[src/rtl/bingo_inter_pkg.sv]
// Shared definitions for the bingo interboard link: message encodings,
// field widths, scheduler state encoding and a small index helper.
package bingo_inter_pkg;

    localparam int MSG_W = 3;
    localparam int NUM_W = 5;

    localparam logic [MSG_W-1:0] MSG_NOP    = 3'd0;
    localparam logic [MSG_W-1:0] MSG_START  = 3'd1;
    localparam logic [MSG_W-1:0] MSG_NUMBER = 3'd2;
    localparam logic [MSG_W-1:0] MSG_BINGO  = 3'd3;
    localparam logic [MSG_W-1:0] MSG_RESET  = 3'd4;
    localparam logic [MSG_W-1:0] MSG_STATUS = 3'd5;

    typedef enum logic [1:0] {
        TXS_IDLE       = 2'd0,
        TXS_ISSUE      = 2'd1,
        TXS_WAIT_START = 2'd2,
        TXS_WAIT_DONE  = 2'd3
    } txs_state_t;

    // (base + off) modulo n, for base, off < n
    function automatic int unsigned wrap_add(input int unsigned base,
                                             input int unsigned off,
                                             input int unsigned n);
        int unsigned sum;
        sum = base + off;
        return (sum >= n) ? (sum - n) : sum;
    endfunction

endpackage

[src/rtl/interboard_tx_scheduler_if.sv]
// Requester-side and transmitter-side handshake bundle of the scheduler.
// master: the scheduler; slave: the message sources plus the transmitter.
interface interboard_tx_scheduler_if
    import bingo_inter_pkg::*;
#(
    parameter int NUM_REQ = 3
);
    logic [NUM_REQ-1:0]       req_valid;
    logic [MSG_W*NUM_REQ-1:0] req_msg_type;
    logic [NUM_W*NUM_REQ-1:0] req_number;
    logic [NUM_REQ-1:0]       req_ready;
    logic                     inter_ready;
    logic                     transmit;
    logic                     ctrl_en;
    logic [MSG_W-1:0]         ctrl_msg_type;
    logic [NUM_W-1:0]         ctrl_number;

    modport master (
        input  req_valid, req_msg_type, req_number, inter_ready,
        output req_ready, transmit, ctrl_en, ctrl_msg_type, ctrl_number
    );

    modport slave (
        output req_valid, req_msg_type, req_number, inter_ready,
        input  req_ready, transmit, ctrl_en, ctrl_msg_type, ctrl_number
    );
endinterface

[src/rtl/interboard_tx_scheduler_rr_arbiter.sv]
// Round-robin arbiter with optional fixed priority for requester 0.
// Grant is combinational; the pointer advances only when told to.
module rr_arbiter
    import bingo_inter_pkg::*;
#(
    parameter  int NUM_REQ   = 3,
    parameter  int FIX_PRIO0 = 1,
    localparam int IDX_W     = (NUM_REQ > 1) ? $clog2(NUM_REQ) : 1
) (
    input  logic               clk,
    input  logic               rst,
    input  logic [NUM_REQ-1:0] valid,
    input  logic               advance,
    output logic [NUM_REQ-1:0] grant,
    output logic [IDX_W-1:0]   grant_idx,
    output logic               any
);
    localparam bit PRIO0_EN = (FIX_PRIO0 != 0);
    // With fixed priority, index 0 never needs a round-robin turn
    localparam logic [IDX_W-1:0] PTR_RST = (PRIO0_EN && NUM_REQ > 1) ? IDX_W'(32'd1) : '0;

    logic [IDX_W-1:0] ptr_r;
    logic [IDX_W-1:0] k_s;
    logic             hit_s;

    // Grant scan: port 0 pre-empts under fixed priority, else first valid from the pointer onward
    always_comb begin
        grant     = '0;
        grant_idx = '0;
        any       = 1'b0;
        k_s       = '0;
        hit_s     = 1'b0;
        if (PRIO0_EN && valid[0]) begin
            grant[0] = 1'b1;
            any      = 1'b1;
        end else begin
            for (int i = 0; i < NUM_REQ; i++) begin
                k_s       = IDX_W'(wrap_add(32'(ptr_r), 32'(i), 32'(NUM_REQ)));
                hit_s     = !any && valid[k_s] && !(PRIO0_EN && (k_s == '0));
                grant[k_s] = grant[k_s] | hit_s;
                grant_idx = hit_s ? k_s : grant_idx;
                any       = any | hit_s;
            end
        end
    end

    // Pointer moves just past the granted index on each advancing accept
    always_ff @(posedge clk or posedge rst) begin
        if (rst) begin
            ptr_r <= PTR_RST;
        end else if (advance) begin
            ptr_r <= IDX_W'(wrap_add(32'(grant_idx), 32'd1, 32'(NUM_REQ)));
        end else begin
            ptr_r <= ptr_r;
        end
    end
endmodule

[src/rtl/interboard_tx_scheduler.sv]
// Shares the single interboard transmitter among NUM_REQ message sources:
// arbitrates, latches one message, pulses transmit, follows inter_ready
// through busy/done and recovers on timeout or link abort.
// START_TO counts cycles from the transmit pulse (inclusive); must be >= 2.
module interboard_tx_scheduler
    import bingo_inter_pkg::*;
#(
    parameter  int NUM_REQ   = 3,
    parameter  int FIX_PRIO0 = 1,
    parameter  int START_TO  = 16,
    parameter  int DONE_TO   = 1_000_000,
    localparam int IDX_W     = (NUM_REQ > 1) ? $clog2(NUM_REQ) : 1,
    localparam int CNT_W     = $clog2(DONE_TO + 1)
) (
    input  logic                          clk,
    input  logic                          rst,
    input  logic                          interboard_rst,
    interboard_tx_scheduler_if.master     bus,
    output logic                          busy,
    output logic [NUM_REQ-1:0]            last_grant,
    output logic                          timeout_err
);
    localparam logic [1:0] ST_IDLE       = TXS_IDLE;
    localparam logic [1:0] ST_ISSUE      = TXS_ISSUE;
    localparam logic [1:0] ST_WAIT_START = TXS_WAIT_START;
    localparam logic [1:0] ST_WAIT_DONE  = TXS_WAIT_DONE;

    // WAIT_START is entered one cycle after the pulse, hence the -2
    localparam logic [CNT_W-1:0] START_LIM = CNT_W'(START_TO - 2);
    localparam logic [CNT_W-1:0] DONE_LIM  = CNT_W'(DONE_TO - 1);
    localparam logic [CNT_W-1:0] CNT_MAX   = {CNT_W{1'b1}};
    localparam logic [CNT_W-1:0] CNT_ONE   = CNT_W'(32'd1);

    logic [1:0]         state_r;
    logic [CNT_W-1:0]   cnt_r;
    logic [CNT_W-1:0]   cnt_inc_s;
    logic               transmit_r;
    logic               ctrl_en_r;
    logic [MSG_W-1:0]   msg_r;
    logic [NUM_W-1:0]   num_r;
    logic [NUM_REQ-1:0] last_grant_r;
    logic               timeout_err_r;

    logic [NUM_REQ-1:0] grant_s;
    logic [IDX_W-1:0]   idx_s;
    logic               any_s;
    logic               accept_s;
    logic               advance_s;
    logic [MSG_W-1:0]   sel_msg_s;
    logic [NUM_W-1:0]   sel_num_s;

    rr_arbiter #(
        .NUM_REQ   (NUM_REQ),
        .FIX_PRIO0 (FIX_PRIO0)
    ) u_arb (
        .clk       (clk),
        .rst       (rst),
        .valid     (bus.req_valid),
        .advance   (advance_s),
        .grant     (grant_s),
        .grant_idx (idx_s),
        .any       (any_s)
    );

    assign accept_s  = (state_r == ST_IDLE) && bus.inter_ready && any_s && !interboard_rst;
    assign advance_s = accept_s && !((FIX_PRIO0 != 0) && (idx_s == '0));
    assign sel_msg_s = bus.req_msg_type[idx_s*MSG_W +: MSG_W];
    assign sel_num_s = bus.req_number[idx_s*NUM_W +: NUM_W];
    assign cnt_inc_s = (cnt_r == CNT_MAX) ? cnt_r : (cnt_r + CNT_ONE);

    assign bus.req_ready     = accept_s ? grant_s : '0;
    assign bus.transmit      = transmit_r;
    assign bus.ctrl_en       = ctrl_en_r;
    assign bus.ctrl_msg_type = msg_r;
    assign bus.ctrl_number   = num_r;
    assign busy              = (state_r != ST_IDLE);
    assign last_grant        = last_grant_r;
    assign timeout_err       = timeout_err_r;

    // Message FSM: accept, pulse transmit, follow the transmitter handshake, recover on timeout/abort
    always_ff @(posedge clk or posedge rst) begin
        if (rst) begin
            state_r       <= ST_IDLE;
            cnt_r         <= '0;
            transmit_r    <= 1'b0;
            ctrl_en_r     <= 1'b0;
            msg_r         <= '0;
            num_r         <= '0;
            last_grant_r  <= '0;
            timeout_err_r <= 1'b0;
        end else begin
            transmit_r    <= 1'b0;
            timeout_err_r <= 1'b0;
            if (interboard_rst) begin
                // Link abort outranks any timeout or inter_ready edge this cycle
                state_r   <= ST_IDLE;
                cnt_r     <= '0;
                ctrl_en_r <= 1'b0;
            end else begin
                case (state_r)
                    ST_IDLE: begin
                        cnt_r <= '0;
                        if (accept_s) begin
                            msg_r        <= sel_msg_s;
                            num_r        <= sel_num_s;
                            ctrl_en_r    <= 1'b1;
                            last_grant_r <= grant_s;
                            transmit_r   <= 1'b1;
                            state_r      <= ST_ISSUE;
                        end else begin
                            state_r <= ST_IDLE;
                        end
                    end
                    ST_ISSUE: begin
                        cnt_r   <= '0;
                        state_r <= ST_WAIT_START;
                    end
                    ST_WAIT_START: begin
                        if (!bus.inter_ready) begin
                            cnt_r   <= '0;
                            state_r <= ST_WAIT_DONE;
                        end else if (cnt_r >= START_LIM) begin
                            cnt_r         <= '0;
                            timeout_err_r <= 1'b1;
                            ctrl_en_r     <= 1'b0;
                            state_r       <= ST_IDLE;
                        end else begin
                            cnt_r <= cnt_inc_s;
                        end
                    end
                    ST_WAIT_DONE: begin
                        if (bus.inter_ready) begin
                            cnt_r     <= '0;
                            ctrl_en_r <= 1'b0;
                            state_r   <= ST_IDLE;
                        end else if (cnt_r >= DONE_LIM) begin
                            cnt_r         <= '0;
                            timeout_err_r <= 1'b1;
                            ctrl_en_r     <= 1'b0;
                            state_r       <= ST_IDLE;
                        end else begin
                            cnt_r <= cnt_inc_s;
                        end
                    end
                    default: begin
                        cnt_r     <= '0;
                        ctrl_en_r <= 1'b0;
                        state_r   <= ST_IDLE;
                    end
                endcase
            end
        end
    end
endmodule

[src/flat_wrapper.sv]
// flat-port wrapper written by rule: the top's interface ports become plain ports
module interboard_tx_scheduler_flat import bingo_inter_pkg::*;
#(
    parameter  int NUM_REQ   = 3,
    parameter  int FIX_PRIO0 = 1,
    parameter  int START_TO  = 16,
    parameter  int DONE_TO   = 1_000_000,
    localparam int IDX_W     = (NUM_REQ > 1) ? $clog2(NUM_REQ) : 1,
    localparam int CNT_W     = $clog2(DONE_TO + 1)
)
  (clk, rst, interboard_rst, busy, last_grant, timeout_err, bus_req_valid, bus_req_msg_type, bus_req_number, bus_inter_ready, bus_req_ready, bus_transmit, bus_ctrl_en, bus_ctrl_msg_type, bus_ctrl_number);
  interboard_tx_scheduler_if #(.NUM_REQ(NUM_REQ)) bus_i ();
  input  logic clk;
  input  logic rst;
  input  logic interboard_rst;
  output logic busy;
  output logic [NUM_REQ-1:0] last_grant;
  output logic timeout_err;
  input wire logic [$bits(bus_i.req_valid)-1:0] bus_req_valid;
  input wire logic [$bits(bus_i.req_msg_type)-1:0] bus_req_msg_type;
  input wire logic [$bits(bus_i.req_number)-1:0] bus_req_number;
  input wire logic [$bits(bus_i.inter_ready)-1:0] bus_inter_ready;
  output wire logic [$bits(bus_i.req_ready)-1:0] bus_req_ready;
  output wire logic [$bits(bus_i.transmit)-1:0] bus_transmit;
  output wire logic [$bits(bus_i.ctrl_en)-1:0] bus_ctrl_en;
  output wire logic [$bits(bus_i.ctrl_msg_type)-1:0] bus_ctrl_msg_type;
  output wire logic [$bits(bus_i.ctrl_number)-1:0] bus_ctrl_number;
  assign bus_i.req_valid = bus_req_valid;
  assign bus_i.req_msg_type = bus_req_msg_type;
  assign bus_i.req_number = bus_req_number;
  assign bus_i.inter_ready = bus_inter_ready;
  assign bus_req_ready = bus_i.req_ready;
  assign bus_transmit = bus_i.transmit;
  assign bus_ctrl_en = bus_i.ctrl_en;
  assign bus_ctrl_msg_type = bus_i.ctrl_msg_type;
  assign bus_ctrl_number = bus_i.ctrl_number;
  interboard_tx_scheduler #(.NUM_REQ(NUM_REQ), .FIX_PRIO0(FIX_PRIO0), .START_TO(START_TO), .DONE_TO(DONE_TO)) u_core (.clk(clk), .rst(rst), .interboard_rst(interboard_rst), .bus(bus_i), .busy(busy), .last_grant(last_grant), .timeout_err(timeout_err));
endmodule
[config.mk]
export PLATFORM = sky130hd
export DESIGN_NAME = interboard_tx_scheduler_flat
export DESIGN_NICKNAME = d
export VERILOG_FILES = /design/src/rtl/bingo_inter_pkg.sv /design/src/rtl/interboard_tx_scheduler_if.sv /design/src/rtl/interboard_tx_scheduler_rr_arbiter.sv /design/src/rtl/interboard_tx_scheduler.sv /design/src/flat_wrapper.sv
export SDC_FILE = /design/constraint.sdc
export NUM_CORES = 1
export LEC_CHECK = 0
export CELL_PAD_IN_SITES_DETAIL_PLACEMENT = 1
export CELL_PAD_IN_SITES_GLOBAL_PLACEMENT = 1
export CORE_MARGIN = 2
export CORE_UTILIZATION = 40
export DETAILED_ROUTE_END_ITERATION = 8
export MAX_ROUTING_LAYER = met4
export PLACE_DENSITY = 0.79
export SYNTH_ARGS = -nofsm -noshare
export SYNTH_HDL_FRONTEND = slang
export SYNTH_SLANG_ARGS = --single-unit
[constraint.sdc]
create_clock -name clk -period 3.6 [get_ports clk]
set_clock_uncertainty 0.15 [all_clocks]
set_input_delay 0.72 -clock clk [delete_from_list [all_inputs] [get_ports clk]]
set_output_delay 0.72 -clock clk [all_outputs]
set_load 0.05 [all_outputs]
Word level (Yosys, flattened, before mapping)
Cells that the tools add are included.
Widths: inputs -> output; s select.

storage, ports and cells
  flip-flop bits (word level) = 38
  input bits = 31
  output and inout bits = 18
  word-level logic and storage cells = 141

operators by class
  add/subtract/negate cells = 8
  multiply operators = 2
  $lt $le $gt $ge = 12
  equal/unequal tests = 9
  shift-type cells = 2
  mux-type cells = 62
  bitwise operators = 7
  reduce and logical (&&, ||, !) cells = 30

operators by type and width
  cell                   number
  $mux 20                6
  $pmux 20 s3            1
  $mux 2                 14
  $mux 1                 26
  $add 20x1->20 const B  1
  $eq 20x20->1 const B   1
  $ge 20x20->1 const B   1
  $ge 20x4->1 const B    1
  $shiftx 15x6->5        1
  $bmux 1 s2             6
  $logic_and 1x1->1      12
  $logic_not 2->1        5
  $ge 3x2->1 const B     3
  $lt 2x3->1 const B     3
  $shiftx 9x5->3         1
  $ne 4x3->1 const B     2
  $pmux 2 s4             1
  $sub 2x2->2 const B    4
  $logic_not 1->1        7
  $add 2x1->3 const B    2
  $bwmux 3               2
  $demux 1 s2            3
  $ge 2x1->1 const B     3
  $ne 3x2->1 const B     2
  19 further kinds       24

Logic depth before layout (Yosys ltp)
  word-level depth = 19
  gate-level depth with buffers = 11
  mapped depth without buffers = 9

By module
From an unflattened synthesis, not the netlist that was laid out.

second synthesis, totals
  cell total of the unflattened synthesis = 254
  area, all modules = 2,391.0 um2

by module, submodules not included
  module                   instances  cells each  area each (um2)  sequential area each (um2)
  interboard_tx_scheduler  1          216         2,047.0          900.9
  rr_arbiter               1          38          344.1            51.3

Worst setup path before layout
OpenSTA, ideal clock, no wires.

  kind = reg-to-output
  from = reg u_core.u_arb.ptr_r[0]
  to = out bus_req_ready[1]
  data arrival time = 2.965 ns
  required time = 2.730 ns
  slack = -0.235 ns
  stages on the path, launching flop included = 9
  buffers on the path = 1
  cell sequence = dfstp_2 inv_1 ha_1 buf_2 nor4bb_1 a21o_1 or4b_4 nand2_2 a211oi_1

on the way
  cells in the longest elaborated chain, start to end = 17
  elaborated cells between the ends (all ways) = 64
  classes of those cells = add/sub (5); order compare (9); mux (26); bitwise (6); reduce/logical (18)

RTL lines
  item                                                                      line                                                                                source
  from (decl)                                                               interboard_tx_scheduler_rr_arbiter.sv:22                                            logic [IDX_W-1:0] ptr_r;
  from (signal assigned)                                                    interboard_tx_scheduler_rr_arbiter.sv:52                                            ptr_r <= IDX_W'(wrap_add(32'(grant_idx), 32'd1, 32'(NUM_REQ)));
  from (signal assigned)                                                    interboard_tx_scheduler_rr_arbiter.sv:54                                            ptr_r <= ptr_r;
  $sub 2x2->2 / $ge 2x2->1 (equally long branches)                          bingo_inter_pkg.sv:28                                                               return (sum >= n) ? (sum - n) : sum;
  $mux 2                                                                    bingo_inter_pkg.sv:28
  $lt 2x3->1 (not written as such), or another cell as far along            interboard_tx_scheduler_rr_arbiter.sv:40                                            grant[k_s] = grant[k_s] | hit_s;
  $logic_and 1x1->1 (not written as such), or another cell as far along     interboard_tx_scheduler_rr_arbiter.sv:40
  $mux 1 (not written as such) / $logic_and 1x1->1 (equally long branches)  interboard_tx_scheduler_rr_arbiter.sv:40, interboard_tx_scheduler_rr_arbiter.sv:39
  $demux 1 s2, or another cell as far along                                 interboard_tx_scheduler_rr_arbiter.sv:40
  $and 3x3->3 (no source line) / $logic_and 1x1->1 (equally long branches)  -
  $bmux 1 s2 / $logic_and 1x1->1 (equally long branches)                    interboard_tx_scheduler_rr_arbiter.sv:40, interboard_tx_scheduler_rr_arbiter.sv:39
  $mux 1 (not written as such) / $or 1x1->1 (equally long branches)         interboard_tx_scheduler_rr_arbiter.sv:40, interboard_tx_scheduler_rr_arbiter.sv:42
  $or 1x1->1 / $logic_not 1->1 (equally long branches)                      interboard_tx_scheduler_rr_arbiter.sv:40, interboard_tx_scheduler_rr_arbiter.sv:39
  $bwmux 3 / $logic_and 1x1->1 (equally long branches)                      interboard_tx_scheduler_rr_arbiter.sv:40, interboard_tx_scheduler_rr_arbiter.sv:39
  $bmux 1 s2 / $logic_and 1x1->1 (equally long branches)                    interboard_tx_scheduler_rr_arbiter.sv:40, interboard_tx_scheduler_rr_arbiter.sv:39
  $mux 1 (not written as such) / $or 1x1->1 (equally long branches)         interboard_tx_scheduler_rr_arbiter.sv:40, interboard_tx_scheduler_rr_arbiter.sv:42
  $or 1x1->1 / $mux 1 (equally long branches)                               interboard_tx_scheduler_rr_arbiter.sv:40, interboard_tx_scheduler_rr_arbiter.sv:33
  $bwmux 3 / $logic_and 1x1->1 (equally long branches)                      interboard_tx_scheduler_rr_arbiter.sv:40, interboard_tx_scheduler.sv:65
  $mux 2 / $logic_and 1x1->1 (equally long branches)                        interboard_tx_scheduler_rr_arbiter.sv:33, interboard_tx_scheduler.sv:65
  $mux 3 *                                                                  interboard_tx_scheduler.sv:71                                                       assign bus.req_ready = accept_s ? grant_s : '0;
  to (decl)                                                                 flat_wrapper.sv:23                                                                  output wire logic [$bits(bus_i.req_ready)-1:0] bus_req_ready;

Mark *: on every way between the ends. The rest lies on a longest branch, timed or not. The select of a mux whose other input is x is not followed.

Worst setup path after layout
  from = in bus_req_valid[1]
  to = out bus_req_ready[2]

on the way
  cells in the longest elaborated chain, start to end = 15
  elaborated cells between the ends (all ways) = 30
  classes of those cells = mux (15); bitwise (6); reduce/logical (9)

RTL lines
  item                                                                      line                                                                                source
  from (decl)                                                               flat_wrapper.sv:19                                                                  input wire logic [$bits(bus_i.req_valid)-1:0] bus_req_valid;
  $bmux 1 s2                                                                interboard_tx_scheduler_rr_arbiter.sv:39                                            hit_s = !any && valid[k_s] && !(PRIO0_EN && (k_s == '0));
  $mux 1 (not written as such)                                              interboard_tx_scheduler_rr_arbiter.sv:39
  $logic_and 1x1->1                                                         interboard_tx_scheduler_rr_arbiter.sv:39
  $or 1x1->1 / $logic_not 1->1 (equally long branches)                      interboard_tx_scheduler_rr_arbiter.sv:40, interboard_tx_scheduler_rr_arbiter.sv:39
  $and 3x3->3 (no source line) / $logic_and 1x1->1 (equally long branches)  -
  $bmux 1 s2 / $logic_and 1x1->1 (equally long branches)                    interboard_tx_scheduler_rr_arbiter.sv:40, interboard_tx_scheduler_rr_arbiter.sv:39
  $mux 1 (not written as such) / $or 1x1->1 (equally long branches)         interboard_tx_scheduler_rr_arbiter.sv:40, interboard_tx_scheduler_rr_arbiter.sv:42
  $or 1x1->1 / $logic_not 1->1 (equally long branches)                      interboard_tx_scheduler_rr_arbiter.sv:40, interboard_tx_scheduler_rr_arbiter.sv:39
  $bwmux 3 / $logic_and 1x1->1 (equally long branches)                      interboard_tx_scheduler_rr_arbiter.sv:40, interboard_tx_scheduler_rr_arbiter.sv:39
  $bmux 1 s2 / $logic_and 1x1->1 (equally long branches)                    interboard_tx_scheduler_rr_arbiter.sv:40, interboard_tx_scheduler_rr_arbiter.sv:39
  $mux 1 (not written as such) / $or 1x1->1 (equally long branches)         interboard_tx_scheduler_rr_arbiter.sv:40, interboard_tx_scheduler_rr_arbiter.sv:42
  $or 1x1->1 / $mux 1 (equally long branches)                               interboard_tx_scheduler_rr_arbiter.sv:40, interboard_tx_scheduler_rr_arbiter.sv:33
  $bwmux 3 / $logic_and 1x1->1 (equally long branches)                      interboard_tx_scheduler_rr_arbiter.sv:40, interboard_tx_scheduler.sv:65
  $mux 2 / $logic_and 1x1->1 (equally long branches)                        interboard_tx_scheduler_rr_arbiter.sv:33, interboard_tx_scheduler.sv:65
  $mux 3 *                                                                  interboard_tx_scheduler.sv:71

Marks and branches as above.

==> results.md <==
- Top_reg_cell synth: dfrtp_1
- Int Pwr: 1120 uW
- Area share of the largest cell type after synthesis: ~36%
- Core area: 6310 um2
- Crit path cell chain: clkdlybuf4s50_1 > and4bb_2 > a21oi_2 > or4b_4 > nand2_2 > nor2_1 > buf_4
- Status: completed
- Combinational share of power: 56.1%
- Vias in the first global route: 2165
- Fin util: 51.2%
- DRT antenna net count: 0
- Synthesized area: 2590 um2
- Synth Warn #: 0
- Slowest-stage cell, CP: clkdlybuf4s50_1
- Register area share after synthesis: 36.8%
- EDFF count, synth: 0
- Buffers on Ports: 48
- Synth cell types: 58
- Max Cap Viol: 0
- CTS tree: built
- Row count: 29
- Htree depth: 2
- RSZ-0062 raised after global routing: false
- Clock share of power: 15.8%
- Root Buffer Master: clkbuf_8
- Power Density: 620 nW/um2
- Synth Net Count: around 310
- XOR/XNOR Fraction of Synth Area: under 10%
- Drt initial violations: 48
- Proportion of layout cells with a drive suffix above 1: 17.4%
- Total wire length: 6470 um
- Starting Density: 41.0%
- Final GP Congestion: 0.828
- Cells after Synth: 269
- Number of synthesized register bits: 38
- CTS buffer count: 5
- Worst Setup End Kind: output pin
- Top delay family on crit path: simple AND/OR/NAND/NOR gates
- Crit Path Category: input pin to output pin
- Max_slew headroom: 45.6%
- Overall Global Routing Usage: about a fifth
- Die height: ~84 um
- Setup violations, final: 0
- # IOs: 49
- Clock buffer depth: 2
- Peak VDD IR: 397 uV
- Max Fclk: 284 MHz
- Post-synthesis compound-gate area fraction: 14.2%
- Net Sw Power: 885 uW
- CTS sink count: 38
- # fillers: 740
- Die Footprint: ~7100 um2
- Synth Area in Simple Gates: 22.3%
- Largest family of logic cells by synthesized area: simple AND/OR/NAND/NOR gates
- Setup_tns: 0 ns
- Largest net degree at the start of global routing: 39
- Fin crit period: between 3 and 4 ns
- Sequential share of power: 28.1%
- DR WL/cell: 16.4 um
- Largest cells by area after synthesis: dfrtp_1 36%, ha_1 5.8%, mux2_2 4.8%, mux2i_1 4.6%, nor2_1 4.6%
- P&R area growth vs syn: 25.0%
- # diodes: 0
- Final Hold Viols: 0
- Largest area contributor in the netlist: dfrtp_1
- Worst Tran Pin Value: 0.809 ns
- Synth Area in Adders: 5.80%
- DRC: 0
- Sw frac: 44.2%
- Fin nets: 359
- DR pass1 iterations: 4
- Mapped Avg Cell Area: 9.62 um2
- Critical-path maximum fanout: 6
- Arr. time, crit path: between 2 and 3 ns
- Initial antenna violation count: 0
- Startpoint Class: input pin
- Total power: 2000 uW
- Smallest hold slack: approximately 0.33 ns
- Most frequent cell after synthesis: dfrtp_1
- Max-slew violation count: 0
- Global route overflow: 0
- Max incr delay on CP: 0.52 ns
- Via density: ~5.4
- Asr flop ratio synth: 100%
- Worst path bufs/invs: 2
- CTS clock-pin slew for the worst setup and hold paths: ~0.070 ns
- Clock latency on the worst-skew pair: 0.30 ns
- Post-DP HPWL: 4830 um
- Chip width: 84.4 um
- Multiplexer share of the synthesized area: 10.6%
- Final Cycle Share: between 90% and 100%
- First-pass GRT wire length: 10800 um
- Hold Crit Class: register to register
- Detailed-route via count: 2135
- Critical Path RT: about 2.7 ns
- Synth top cells by count: 37 x dfrtp_1, 32 x nor2_1, 21 x nand2_1, 15 x inv_1
- Leakage: 0.00137 uW
[area by class of cell]
| cell class | count | area (um2) | area share [%] |
|---|---|---|---|
| Multi-Input combinational cell | 203 | 1520 | 47.1 |
| Sequential cell | 38 | 952 | 29.5 |
| Timing Repair Buffer | 53 | 510 | 15.8 |
| Tap cell | 77 | 96.3 | 2.98 |
| Clock buffer | 6 | 82.6 | 2.55 |
| Inverter | 15 | 56.3 | 1.74 |
| Clock inverter | 2 | 12.5 | 0.387 |
[sequential cells by signal, indices dropped and copies added, names as in the netlist]
register / flops
u_core.bus.ctrl_en: 1
u_core.bus.ctrl_msg_type: 3
u_core.bus.ctrl_number: 5
u_core.bus.transmit: 1
u_core.cnt_r: 20
u_core.last_grant: 3
u_core.state_r: 2
u_core.timeout_err: 1
u_core.u_arb.ptr_r: 2
[power by group through the flow]
stage | Combinational (uW) | Sequential (uW) | Clock (uW)
2_1_floorplan | 558 | 791 | 0
3_3_place_gp | 1060 | 563 | 0
3_5_place_dp | 1090 | 571 | 0
4_1_cts | 1120 | 565 | 329
5_1_grt | 1200 | 575 | 342
6_report | 1120 | 563 | 316
[tightest hold or removal path, cell delays in order (launching register included)]
cell	delay, ns
dfrtp_1	0.34
nand2_1	0.06
o21ai_2	0.05
[layout by cell type, fill, tap and decap left out, types with 2 or more instances in the layout]
cell             count
dfrtp_1             37
a21o_1               4
and2_1               3
ha_1                10
buf_4                8
and4_1               3
nor2_1              32
clkdlybuf4s50_1     45
nand3_1              6
clkbuf_8             6
mux2i_1             12
xnor2_1              8
nand4_1              6
o21bai_1             2
o21ai_0              5
a21oi_1              9
nand2b_1             2
nor3_1               8
o31ai_1              2
nor4_1               2
nand2_1             21
nand3b_1             4
a211oi_1             2
mux2_4               2
a31oi_1              2
or2_1                2
nor4_2               2
xor2_1               6
mux2_2              11
o21ai_2              7
inv_1               15
or4_1                2
[final timing paths]
check,start,endpoint,slack (ns),cells past startpoint
hold reg to reg,u_core.bus.ctrl_msg_type[1],u_core.bus.ctrl_msg_type[1],0.33,2
setup reg to reg,u_core.u_arb.ptr_r[0],u_core.bus.ctrl_number[1],0.55,9
min in group asynchronous,rst,u_core.cnt_r[4],0.70,3
max in group asynchronous,rst,u_core.u_arb.ptr_r[0],2.24,3
setup / recovery,bus_req_valid[1],bus_req_ready[2],0.08,7
hold / removal,u_core.bus.ctrl_msg_type[1],u_core.bus.ctrl_msg_type[1],0.33,2
[cell families (layout without fill, tap and decap cells)]
logic type	count (synthesis)	in the layout
and+or+nand+nor	106	106
AOI/OAI and AO/OA	46	46
xor gates and xnor gates	14	14
muxes	25	25
DFF	38	38
buffers and inverters	28	76
adders and majority gates	12	12
[layer usage]
layer / GRT usage [%] / part of all wire [%] / routed length [um] / vias up
met5: - / 0 / 0 / -
met4: 5.48 / 1.6 / 102 / 0
met3: 3.24 / 2.2 / 140 / 9
met2: 31.4 / 50 / 3230 / 26
met1: 25.0 / 46 / 2990 / 1056
li1: - / - / - / 1044
[stage by stage]
| step | instance area [um2] | cells | worst slack, ns |
|---|---|---|---|
| 3_5_place_dp | 3110 | 386 | 0.0694 |
| 5_1_grt | 3230 | 394 | 0.0136 |
| 6_report | 3230 | 394 | 0.0750 |
| 3_3_place_gp | 3110 | 386 | 0.110 |
| 4_1_cts | 3220 | 394 | 0.0593 |
| 2_1_floorplan | 2590 | 269 | 0.104 |
[timing repair]
action	in CTS	in global routing
resized for setup	3	2
buffers inserted	0	0
endpoints found under the setup margin	2	2
hold buffers	0	0
hold endpoints to repair	0	0
Note: power is estimated with default switching activity, not from simulation.
